### src/rtl/logicnet_pkg.sv
// Shared types and sizing helpers for the LogicNets runtime-programmable LUT layer.
package logicnet_pkg;

    typedef enum logic {
        CLEAR = 1'b0,
        RUN   = 1'b1
    } lut_state_e;

    function automatic int table_depth(input int in_bits);
        return 32'sd1 << in_bits;
    endfunction

    function automatic int sel_width(input int n);
        return (n > 32'sd1) ? $clog2(n) : 32'sd1;
    endfunction

endpackage

### src/rtl/logicnet_lut_layer_if.sv
// Lookup stream, table-write port and status of the LUT layer, bundled for port connection.
interface logicnet_lut_layer_if #(
    parameter int N_NEURONS = 8,
    parameter int IN_BITS   = 6,
    parameter int OUT_BITS  = 1
);
    import logicnet_pkg::*;

    localparam int NW = sel_width(N_NEURONS);

    logic                            in_valid;
    logic                            in_ready;
    logic [N_NEURONS*IN_BITS-1:0]    in_data;
    logic                            out_valid;
    logic                            out_ready;
    logic [N_NEURONS*OUT_BITS-1:0]   out_data;
    logic                            cfg_valid;
    logic                            cfg_ready;
    logic [NW-1:0]                   cfg_neuron;
    logic [IN_BITS-1:0]              cfg_addr;
    logic [OUT_BITS-1:0]             cfg_data;
    logic                            cfg_clear;
    logic                            busy;

    modport master (
        output in_valid, in_data, out_ready,
        output cfg_valid, cfg_neuron, cfg_addr, cfg_data, cfg_clear,
        input  in_ready, out_valid, out_data, cfg_ready, busy
    );

    modport slave (
        input  in_valid, in_data, out_ready,
        input  cfg_valid, cfg_neuron, cfg_addr, cfg_data, cfg_clear,
        output in_ready, out_valid, out_data, cfg_ready, busy
    );

endinterface

### src/rtl/logicnet_lut_ram.sv
// One neuron truth table: single write port, asynchronous read, storage without reset.
module logicnet_lut_ram
    import logicnet_pkg::*;
#(
    parameter int ADDR_BITS = 6,
    parameter int DATA_BITS = 1
) (
    input  logic                 clk_i,
    input  logic                 we_i,
    input  logic [ADDR_BITS-1:0] waddr_i,
    input  logic [DATA_BITS-1:0] wdata_i,
    input  logic [ADDR_BITS-1:0] raddr_i,
    output logic [DATA_BITS-1:0] rdata_o
);

    localparam int DEPTH = table_depth(ADDR_BITS);

    (* rom_style = "distributed", ram_style = "distributed" *)
    logic [DATA_BITS-1:0] mem_q [DEPTH];

    // table write port
    always_ff @(posedge clk_i) begin
        if (we_i) begin
            mem_q[waddr_i] <= wdata_i;
        end
    end

    assign rdata_o = mem_q[raddr_i];

endmodule

### src/rtl/logicnet_lut_layer.sv
// Layer of runtime-writable truth-table neurons with a pipelined valid/ready lookup path
// and a sweep that zeroes every table after reset or on request.
module logicnet_lut_layer
    import logicnet_pkg::*;
#(
    parameter int N_NEURONS   = 8,
    parameter int IN_BITS     = 6,
    parameter int OUT_BITS    = 1,
    parameter int PIPE_STAGES = 1
) (
    input logic                 clk,
    input logic                 rst,
    logicnet_lut_layer_if.slave bus
);

    localparam int DW = N_NEURONS * OUT_BITS;
    localparam int NW = sel_width(N_NEURONS);

    lut_state_e                      state_q;
    logic [IN_BITS-1:0]              clr_cnt_q;
    logic                            busy_q;
    logic                            run_q;

    logic [PIPE_STAGES-1:0]          valid_q;
    logic [PIPE_STAGES-1:0][DW-1:0]  data_q;
    logic [PIPE_STAGES-1:0]          adv_s;
    logic [PIPE_STAGES:0]            chain_valid_s;
    logic [PIPE_STAGES:0][DW-1:0]    chain_data_s;

    logic [DW-1:0]                   lookup_s;
    logic                            accept_s;
    logic                            clearing_s;
    logic                            cfg_wr_s;
    logic [IN_BITS-1:0]              waddr_s;
    logic [OUT_BITS-1:0]             wdata_s;

    // clear/run state machine; busy and run flags are registered alongside the state
    always_ff @(posedge clk) begin
        if (rst) begin
            state_q   <= CLEAR;
            clr_cnt_q <= '0;
            busy_q    <= 1'b1;
            run_q     <= 1'b0;
        end else begin
            case (state_q)
                CLEAR: begin
                    clr_cnt_q <= clr_cnt_q + 1'b1;
                    if (clr_cnt_q == {IN_BITS{1'b1}}) begin
                        state_q <= RUN;
                        busy_q  <= 1'b0;
                        run_q   <= 1'b1;
                    end
                end
                RUN: begin
                    if (bus.cfg_clear) begin
                        state_q   <= CLEAR;
                        clr_cnt_q <= '0;
                        busy_q    <= 1'b1;
                        run_q     <= 1'b0;
                    end
                end
                default: begin
                    state_q   <= CLEAR;
                    clr_cnt_q <= '0;
                    busy_q    <= 1'b1;
                    run_q     <= 1'b0;
                end
            endcase
        end
    end

    // a stage may load when it is empty or the stage after it moves this cycle
    always_comb begin
        logic down_s;
        adv_s  = '0;
        down_s = bus.out_ready;
        for (int s = PIPE_STAGES - 1; s >= 0; s--) begin
            adv_s[s] = ~valid_q[s] | down_s;
            down_s   = adv_s[s];
        end
    end

    assign accept_s      = bus.in_valid & bus.in_ready;
    assign chain_valid_s = {valid_q, accept_s};
    assign chain_data_s  = {data_q, lookup_s};

    // sweep writes zeros to every table; table writes share one address/data bus
    assign clearing_s = (state_q == CLEAR);
    assign cfg_wr_s   = run_q & bus.cfg_valid & ~bus.cfg_clear;
    assign waddr_s    = clearing_s ? clr_cnt_q : bus.cfg_addr;
    assign wdata_s    = clearing_s ? {OUT_BITS{1'b0}} : bus.cfg_data;

    for (genvar n = 0; n < N_NEURONS; n++) begin : g_neuron
        logic we_s;
        assign we_s = clearing_s | (cfg_wr_s & (bus.cfg_neuron == NW'(n)));

        logicnet_lut_ram #(
            .ADDR_BITS (IN_BITS),
            .DATA_BITS (OUT_BITS)
        ) u_ram (
            .clk_i   (clk),
            .we_i    (we_s),
            .waddr_i (waddr_s),
            .wdata_i (wdata_s),
            .raddr_i (bus.in_data[n*IN_BITS +: IN_BITS]),
            .rdata_o (lookup_s[n*OUT_BITS +: OUT_BITS])
        );
    end

    // lookup pipeline; data only reloads when a valid beat enters the stage
    always_ff @(posedge clk) begin
        if (rst) begin
            valid_q <= '0;
            data_q  <= '0;
        end else begin
            for (int s = 0; s < PIPE_STAGES; s++) begin
                if (adv_s[s]) begin
                    valid_q[s] <= chain_valid_s[s];
                    if (chain_valid_s[s]) begin
                        data_q[s] <= chain_data_s[s];
                    end
                end
            end
        end
    end

    assign bus.in_ready  = run_q & adv_s[0];
    assign bus.out_valid = valid_q[PIPE_STAGES-1];
    assign bus.out_data  = data_q[PIPE_STAGES-1];
    assign bus.cfg_ready = run_q;
    assign bus.busy      = busy_q;

endmodule

### src/flat_wrapper.sv
// flat-port wrapper written by rule: the top's interface ports become plain ports
module logicnet_lut_layer_flat import logicnet_pkg::*;
#(
    parameter int N_NEURONS   = 8,
    parameter int IN_BITS     = 6,
    parameter int OUT_BITS    = 1,
    parameter int PIPE_STAGES = 1
)
  (clk, rst, bus_in_valid, bus_in_data, bus_out_ready, bus_cfg_valid, bus_cfg_neuron, bus_cfg_addr, bus_cfg_data, bus_cfg_clear, bus_in_ready, bus_out_valid, bus_out_data, bus_cfg_ready, bus_busy);
  logicnet_lut_layer_if #(.N_NEURONS(N_NEURONS), .IN_BITS(IN_BITS), .OUT_BITS(OUT_BITS)) bus_i ();
  input logic clk;
  input logic rst;
  input wire logic [$bits(bus_i.in_valid)-1:0] bus_in_valid;
  input wire logic [$bits(bus_i.in_data)-1:0] bus_in_data;
  input wire logic [$bits(bus_i.out_ready)-1:0] bus_out_ready;
  input wire logic [$bits(bus_i.cfg_valid)-1:0] bus_cfg_valid;
  input wire logic [$bits(bus_i.cfg_neuron)-1:0] bus_cfg_neuron;
  input wire logic [$bits(bus_i.cfg_addr)-1:0] bus_cfg_addr;
  input wire logic [$bits(bus_i.cfg_data)-1:0] bus_cfg_data;
  input wire logic [$bits(bus_i.cfg_clear)-1:0] bus_cfg_clear;
  output wire logic [$bits(bus_i.in_ready)-1:0] bus_in_ready;
  output wire logic [$bits(bus_i.out_valid)-1:0] bus_out_valid;
  output wire logic [$bits(bus_i.out_data)-1:0] bus_out_data;
  output wire logic [$bits(bus_i.cfg_ready)-1:0] bus_cfg_ready;
  output wire logic [$bits(bus_i.busy)-1:0] bus_busy;
  assign bus_i.in_valid = bus_in_valid;
  assign bus_i.in_data = bus_in_data;
  assign bus_i.out_ready = bus_out_ready;
  assign bus_i.cfg_valid = bus_cfg_valid;
  assign bus_i.cfg_neuron = bus_cfg_neuron;
  assign bus_i.cfg_addr = bus_cfg_addr;
  assign bus_i.cfg_data = bus_cfg_data;
  assign bus_i.cfg_clear = bus_cfg_clear;
  assign bus_in_ready = bus_i.in_ready;
  assign bus_out_valid = bus_i.out_valid;
  assign bus_out_data = bus_i.out_data;
  assign bus_cfg_ready = bus_i.cfg_ready;
  assign bus_busy = bus_i.busy;
  logicnet_lut_layer #(.N_NEURONS(N_NEURONS), .IN_BITS(IN_BITS), .OUT_BITS(OUT_BITS), .PIPE_STAGES(PIPE_STAGES)) u_core (.clk(clk), .rst(rst), .bus(bus_i));
endmodule
### config.mk
export PLATFORM = sky130hd
export DESIGN_NAME = logicnet_lut_layer_flat
export DESIGN_NICKNAME = d
export VERILOG_FILES = /design/src/rtl/logicnet_pkg.sv /design/src/rtl/logicnet_lut_layer_if.sv /design/src/rtl/logicnet_lut_ram.sv /design/src/rtl/logicnet_lut_layer.sv /design/src/flat_wrapper.sv
export SDC_FILE = /design/constraint.sdc
export NUM_CORES = 1
export LEC_CHECK = 0
export CAP_MARGIN = 20
export CORE_MARGIN = 1
export CORE_UTILIZATION = 61
export CTS_BUF_LIST = sky130_fd_sc_hd__clkbuf_16
export CTS_CLUSTER_DIAMETER = 100
export CTS_CLUSTER_SIZE = 24
export DETAILED_ROUTE_END_ITERATION = 7
export PLACE_DENSITY = 0.86
export SLEW_MARGIN = 10
export SYNTH_ARGS = -nofsm -noshare
export SYNTH_HDL_FRONTEND = slang
export SYNTH_SLANG_ARGS = --single-unit
### constraint.sdc
create_clock -name clk -period 13.3 [get_ports clk]
set_input_delay 1.995 -clock clk [delete_from_list [all_inputs] [get_ports clk]]
set_output_delay 1.995 -clock clk [all_outputs]
set_load 0.005 [all_outputs]
### Word-level counts from Yosys, hierarchy flattened

Memories as Yosys holds them, arrays and structs flattened. A register that Yosys moved wholly into a read port is not among the register bits.
Cells that the tools add are included.

* eq/ne operators: 10
* bitwise logic cells: 24
* mux-type cells: 29
* $add $sub $neg: 1
* reduce and logical (&&, ||, !) cells: 3

Operator list (count)
* 1-bit two-way mux: 23
* 1-bit bitwise AND: 12
* 3-bit equality test, second input constant: 4
* 6-bit two-way mux: 2
* 6-bit case mux with 2 select lines: 1
* 1-bit bitwise OR: 9
* 6-bit by 1-bit adder with 6-bit output, second input constant: 1
* 3-bit by 2-bit equality test with 1-bit output, second input constant: 2
* 6-bit equality test, second input constant: 1
* 1-bit case mux with 2 select lines: 3
* 2-bit != test, second input constant: 2
* 2-bit AND reduction: 2
* 3-bit by 1-bit equality test with 1-bit output, second input constant: 1
* 3-bit zero test: 1
* 1-bit NOT: 3

* memories kept: 8
* output and inout port bits: 12
* word-level logic and storage cells: 80
* input port bits: 64
* flip-flop bits (word level): 10
* RAM bits: 512

Memory list
* u_core.g_neuron[0].u_ram.mem_q: depth 64, bits a word 1, read ports 1, clocked after memory_dff 1, wr ports 1, line logicnet_lut_ram.sv:19 `logic [DATA_BITS-1:0] mem_q [DEPTH];`
* u_core.g_neuron[1].u_ram.mem_q: depth 64, bits a word 1, read ports 1, clocked after memory_dff 1, wr ports 1, line logicnet_lut_ram.sv:19
* u_core.g_neuron[2].u_ram.mem_q: depth 64, bits a word 1, read ports 1, clocked after memory_dff 1, wr ports 1, line logicnet_lut_ram.sv:19
* u_core.g_neuron[3].u_ram.mem_q: depth 64, bits a word 1, read ports 1, clocked after memory_dff 1, wr ports 1, line logicnet_lut_ram.sv:19
* u_core.g_neuron[4].u_ram.mem_q: depth 64, bits a word 1, read ports 1, clocked after memory_dff 1, wr ports 1, line logicnet_lut_ram.sv:19
* u_core.g_neuron[5].u_ram.mem_q: depth 64, bits a word 1, read ports 1, clocked after memory_dff 1, wr ports 1, line logicnet_lut_ram.sv:19
* +2 memories

### Depth between registers and ports, before layout

* depth in word-level cells: 6
* mapped depth: 7
* mapped depth without buffers: 5

### Hierarchy

A second synthesis with hierarchy kept.

* cells, all modules: 1750
* area total of the unflattened synthesis: 24197.0 um^2

Modules (own cells, without submodules)
* logicnet_lut_ram: instances 8, cells each 203, seq. area each 1921.8 um^2, area an instance 2894.0 um^2
* logicnet_lut_layer: instances 1, cells each 126, seq. area each 360.3 um^2, area an instance 1044.8 um^2

### Worst setup path after synthesis

Ideal clock, no wire load.

* kind: input to register
* start point: input port bus_cfg_data
* end point: memory u_core.g_neuron[0].u_ram.mem_q[0], data pin
* path slack: 3405 ps
* path buffers: 0
* required time: 11767 ps
* library setup time: 1533 ps
* arrival time: 8362 ps
* stages on the path: 1
* cell sequence: and2_1

* longest elaborated chain between the ends: 1

RTL lines
* start, declared: line flat_wrapper.sv:19 `input wire logic [$bits(bus_i.cfg_data)-1:0] bus_cfg_data;`
* 1-bit two-way mux: line logicnet_lut_layer.sv:91 `assign wdata_s = clearing_s ? {OUT_BITS{1'b0}} : bus.cfg_data;`
* end, declared: line logicnet_lut_ram.sv:19

Every way passes these cells.

### Final worst setup path

* start point: input port bus_out_ready
* end point: output port bus_in_ready

* longest elaborated chain between the ends: 2

RTL lines
* start, declared: line flat_wrapper.sv:15 `input wire logic [$bits(bus_i.out_ready)-1:0] bus_out_ready;`
* 1-bit bitwise OR: line logicnet_lut_layer.sv:78 `adv_s[s] = ~valid_q[s] | down_s;`
* 1-bit bitwise AND: line logicnet_lut_layer.sv:127 `assign bus.in_ready = run_q & adv_s[0];`
* end, declared: line flat_wrapper.sv:21 `output wire logic [$bits(bus_i.in_ready)-1:0] bus_in_ready;`

Every way passes these cells.

==> metrics.md <==
| Metric | Value |
|---|---|
| Total power | `around 2900 uW` |
| Synth unique cells | `43` |
| P_leak | `slightly above 0.009 uW` |
| CP Class | `in -> out` |
| Initial Util | `0.621` |
| Fillers | `about 2400` |
| Yosys warns | `0` |
| Endpoint type of the worst setup path | `output pin` |
| CTS max path bufs | `3` |
| Cell count after placement | `between 2000 and 2500` |
| CTS tree | `built` |
| Final WL | `64200 microns` |
| DRT iter0 DRCs | `roughly 2800` |
| Adder-cell share of the synthesized area | `0.000534` |
| R2R depth | `5` |
| R2R Setup Slk | `between 10 and 15 ns` |
| Total grt overflow | `0` |
| GR Layer Usage met3 | `0.114` |
| # resized after CTS | `0` |
| #FFs+latches synth | `530` |
| Num rows | `71` |
| Ys async rst share | `0` |
| Reg2Reg Launch Point | `u_core.state_q$_SDFF_PP0_` |
| Post-synthesis xor/xnor area fraction | `0.00112` |
| CP Max Fanout | `4` |
| Setup bufs post-CTS | `0` |
| Global-route usage over all layers | `0.330` |
| List of most frequent post-synthesis cells | `nor2_1 (545), edfxtp_1 (512), mux4_2 (105), nand2_1 (83), mux2i_1 (66)` |
| Vias | `about 15000` |
| Die Wd | `about 200 microns` |
| Nets | `about 1700` |
| Post-route ant nets | `0` |
| Final setup TNS | `0 ns` |
| Worst hold path type | `reg -> reg` |
| Hold Path Stages | `2` |
| Area leader, netlist | `edfxtp_1` |
| Unrepaired setup endpoints after global routing | `false` |
| Vias per cell | `a little under 7` |
| Wire length of the first global-routing pass | `~90000 microns` |
| Max Cap Viol | `0` |
| Wire length per cell | `a little under 30 microns` |
| Status | `completed` |
| Clock period minus worst slack | `roughly 5.3 ns` |
| Post-synth EDFFs | `between 500 and 600` |
| Slew @ Worst Pin | `about 1.2 ns` |
| DRC viols | `0` |
| GRT met2 Usage | `0.483` |
| CTS clk-pin slew, worst paths | `about 0.10 ns` |
| Largest net degree at the start of global routing | `around 150` |
| Hold Crit Endpoint | `u_core.bus.busy$_SDFFE_PP1P_` |
| Die height | `about 200 microns` |
| Routability cong. | `about 0.84` |
| Final setup skew | `roughly 0.025 ns` |
| Most common cell in the synthesized netlist | `nor2_1` |
| Hold Fails Final Rpt | `0` |
| Initial antenna violation count | `1` |
| Gr busiest metal | `met2` |
| Pins over their slew limit | `0` |
| Final Non-Filler Cells | `2192` |
| Post-layout worst setup margin | `~8 ns` |
| H-tree depth | `1` |
| First-pass iteration count of the detailed router | `8` |
| Clk sinks | `530` |
| Core area | `between 30000 and 40000 sq um` |
| Largest family of logic cells by synthesized area | `multiplexers` |
| TritonCTS Buffers | `26` |
| Post-synth top area share | `0.656` |
| Power Density | `around 110 nW/um^2` |
| M1 GR Usage | `0.443` |
| Post-DP HPWL | `roughly 36000 microns` |
| Ys flop type | `edfxtp_1` |
| Post-Syn Instances | `1650` |
| Number of port buffers | `75` |
| Place WS | `approximately 8 ns` |
| Max Fclk | `189 MHz` |
| Hold buffer count at CTS | `0` |
| Mux cell area share after synthesis | `0.151` |
| Worst slew margin | `0.220` |
| Hold_ws | `between 0.5 and 0.6 ns` |
| Mean Syn Cell Area | `about 14 sq um` |
| Mapped Area | `between 20000 and 25000 sq um` |
| Die Area | `a little under 40000 sq um` |
| Compound-Gate Fraction of Synth Area | `0.0283` |
| Clock root buffer | `clkbuf_16` |
| Hold Crit Start | `u_core.bus.busy$_SDFFE_PP1P_` |
| Fin crit share | `0.397` |
| Synth Area in Simple Gates | `0.122` |
| Syn Nets | `1715` |
| Layout cells sized above 1 | `0.103` |
| Setup crit start kind | `input port` |
| Vias in the first global route | `14003` |
| WP data required | `approximately 11 ns` |
| Post-synthesis sequential area ratio | `0.671` |
| Main area contributors after synthesis | `edfxtp_1 (66%), mux4_2 (10%), nor2_1 (8.7%)` |
| Max IR drop VDD | `about 0.000094 V` |
| Area delta synth->final | `8.36%` |
| Io pins | `76` |
| Worst EP arrival | `3.28 ns` |
| Clock latency on the worst-skew pair | `slightly below 0.6 ns` |
| FF-to-FF End | `u_core.g_neuron[1].u_ram.mem_q[10]$_DFFE_PP_` |
| Final setup viols | `0` |
layout by cell type, fill, tap and decap left out, drive strengths merged, types with 4 or more instances in the layout:
cell type,count
inv,33
a22oi,9
a21o,9
a21oi,13
nand2b,4
edfxtp,512
nand2,83
mux4,120
o31a,6
clkdlybuf4s50,75
dfxtp,18
or3,9
nand3,13
a311oi,8
mux2i,66
nor3b,10
buf,18
and2,10
clkbuf,27
a2111oi,8
mux2,10
nor2,545
o21ai,8
and3,16
nand4b,8
o211ai,8
a211oi,8
routing by layer:
layer	wire [microns]	share of wire
met4	4020	0.063
met5	41	0.00064
met2	28300	0.44
met3	10300	0.16
met1	21600	0.34
layout make-up:
class | instances | area, sq um | area share
diodes | 2 | 5.00 | 0.000197
clock buffers | 27 | 676 | 0.0266
clock inverters | 21 | 105 | 0.00414
inverters | 13 | 48.8 | 0.00192
multi-input cells | 995 | 7130 | 0.281
flip-flops and latches | 530 | 15700 | 0.619
well taps | 511 | 639 | 0.0252
repair buffers | 93 | 1070 | 0.0420
state kept, by name (all words and copies together), names as in the netlist:
signal and flops:
u_core.bus.busy 1, u_core.bus.cfg_ready 1, u_core.bus.out_data 8, u_core.bus.out_valid 1, u_core.clr_cnt_q 6, u_core.g_neuron.u_ram.mem_q 512
u_core.state_q 1
where the power goes:
group | total (uW) | switching [uW] | leakage (uW) | internal [uW]
Combinational | 153 | 80.0 | 0.00376 | 72.8
Sequential | 1810 | 3.84 | 0.00488 | 1810
Clock | 894 | 520 | 0.000451 | 374
Total | 2860 | 604 | 0.00909 | 2260
cells by family (layout without fill, tap and decap cells):
family / Yosys count / in the layout
AOI/OAI and AO/OA: 91 / 91
muxes: 196 / 196
DFF: 530 / 530
xor gates and xnor gates: 3 / 3
other: 0 / 2
adders and majority gates: 1 / 1
buffers and inverters: 125 / 154
and+or+nand+nor: 704 / 704
through the flow:
stage          cell area, sq um  utilization
3_5_place_dp              24400        0.645
2_1_floorplan             23400            -
5_1_grt                   25400        0.673
3_3_place_gp              24300        0.645
4_1_cts                   25100        0.666
6_report                  25400        0.673
critical path, cell delays in order:
cell	delay (ns)
clkdlybuf4s50_1	0.45
nand2b_1	0.19
and2_1	0.15
clkdlybuf4s50_1	0.50
worst max path at each step:
stage | from | to | slack, ns | depth (start not counted)
3_5_place_dp | bus_out_ready | bus_in_ready | 8.02 | 4
3_3_place_gp | bus_out_ready | bus_in_ready | 8.01 | 4
2_1_floorplan | bus_cfg_data | u_core.g_neuron[0].u_ram.mem_q[0]$_DFFE_PP_ | 3.41 | 1
4_1_cts | bus_out_ready | bus_in_ready | 8.01 | 4
6_report | bus_out_ready | bus_in_ready | 8.02 | 4
5_1_grt | bus_out_ready | bus_in_ready | 7.96 | 4
Note: power is estimated with default switching activity, not from simulation.
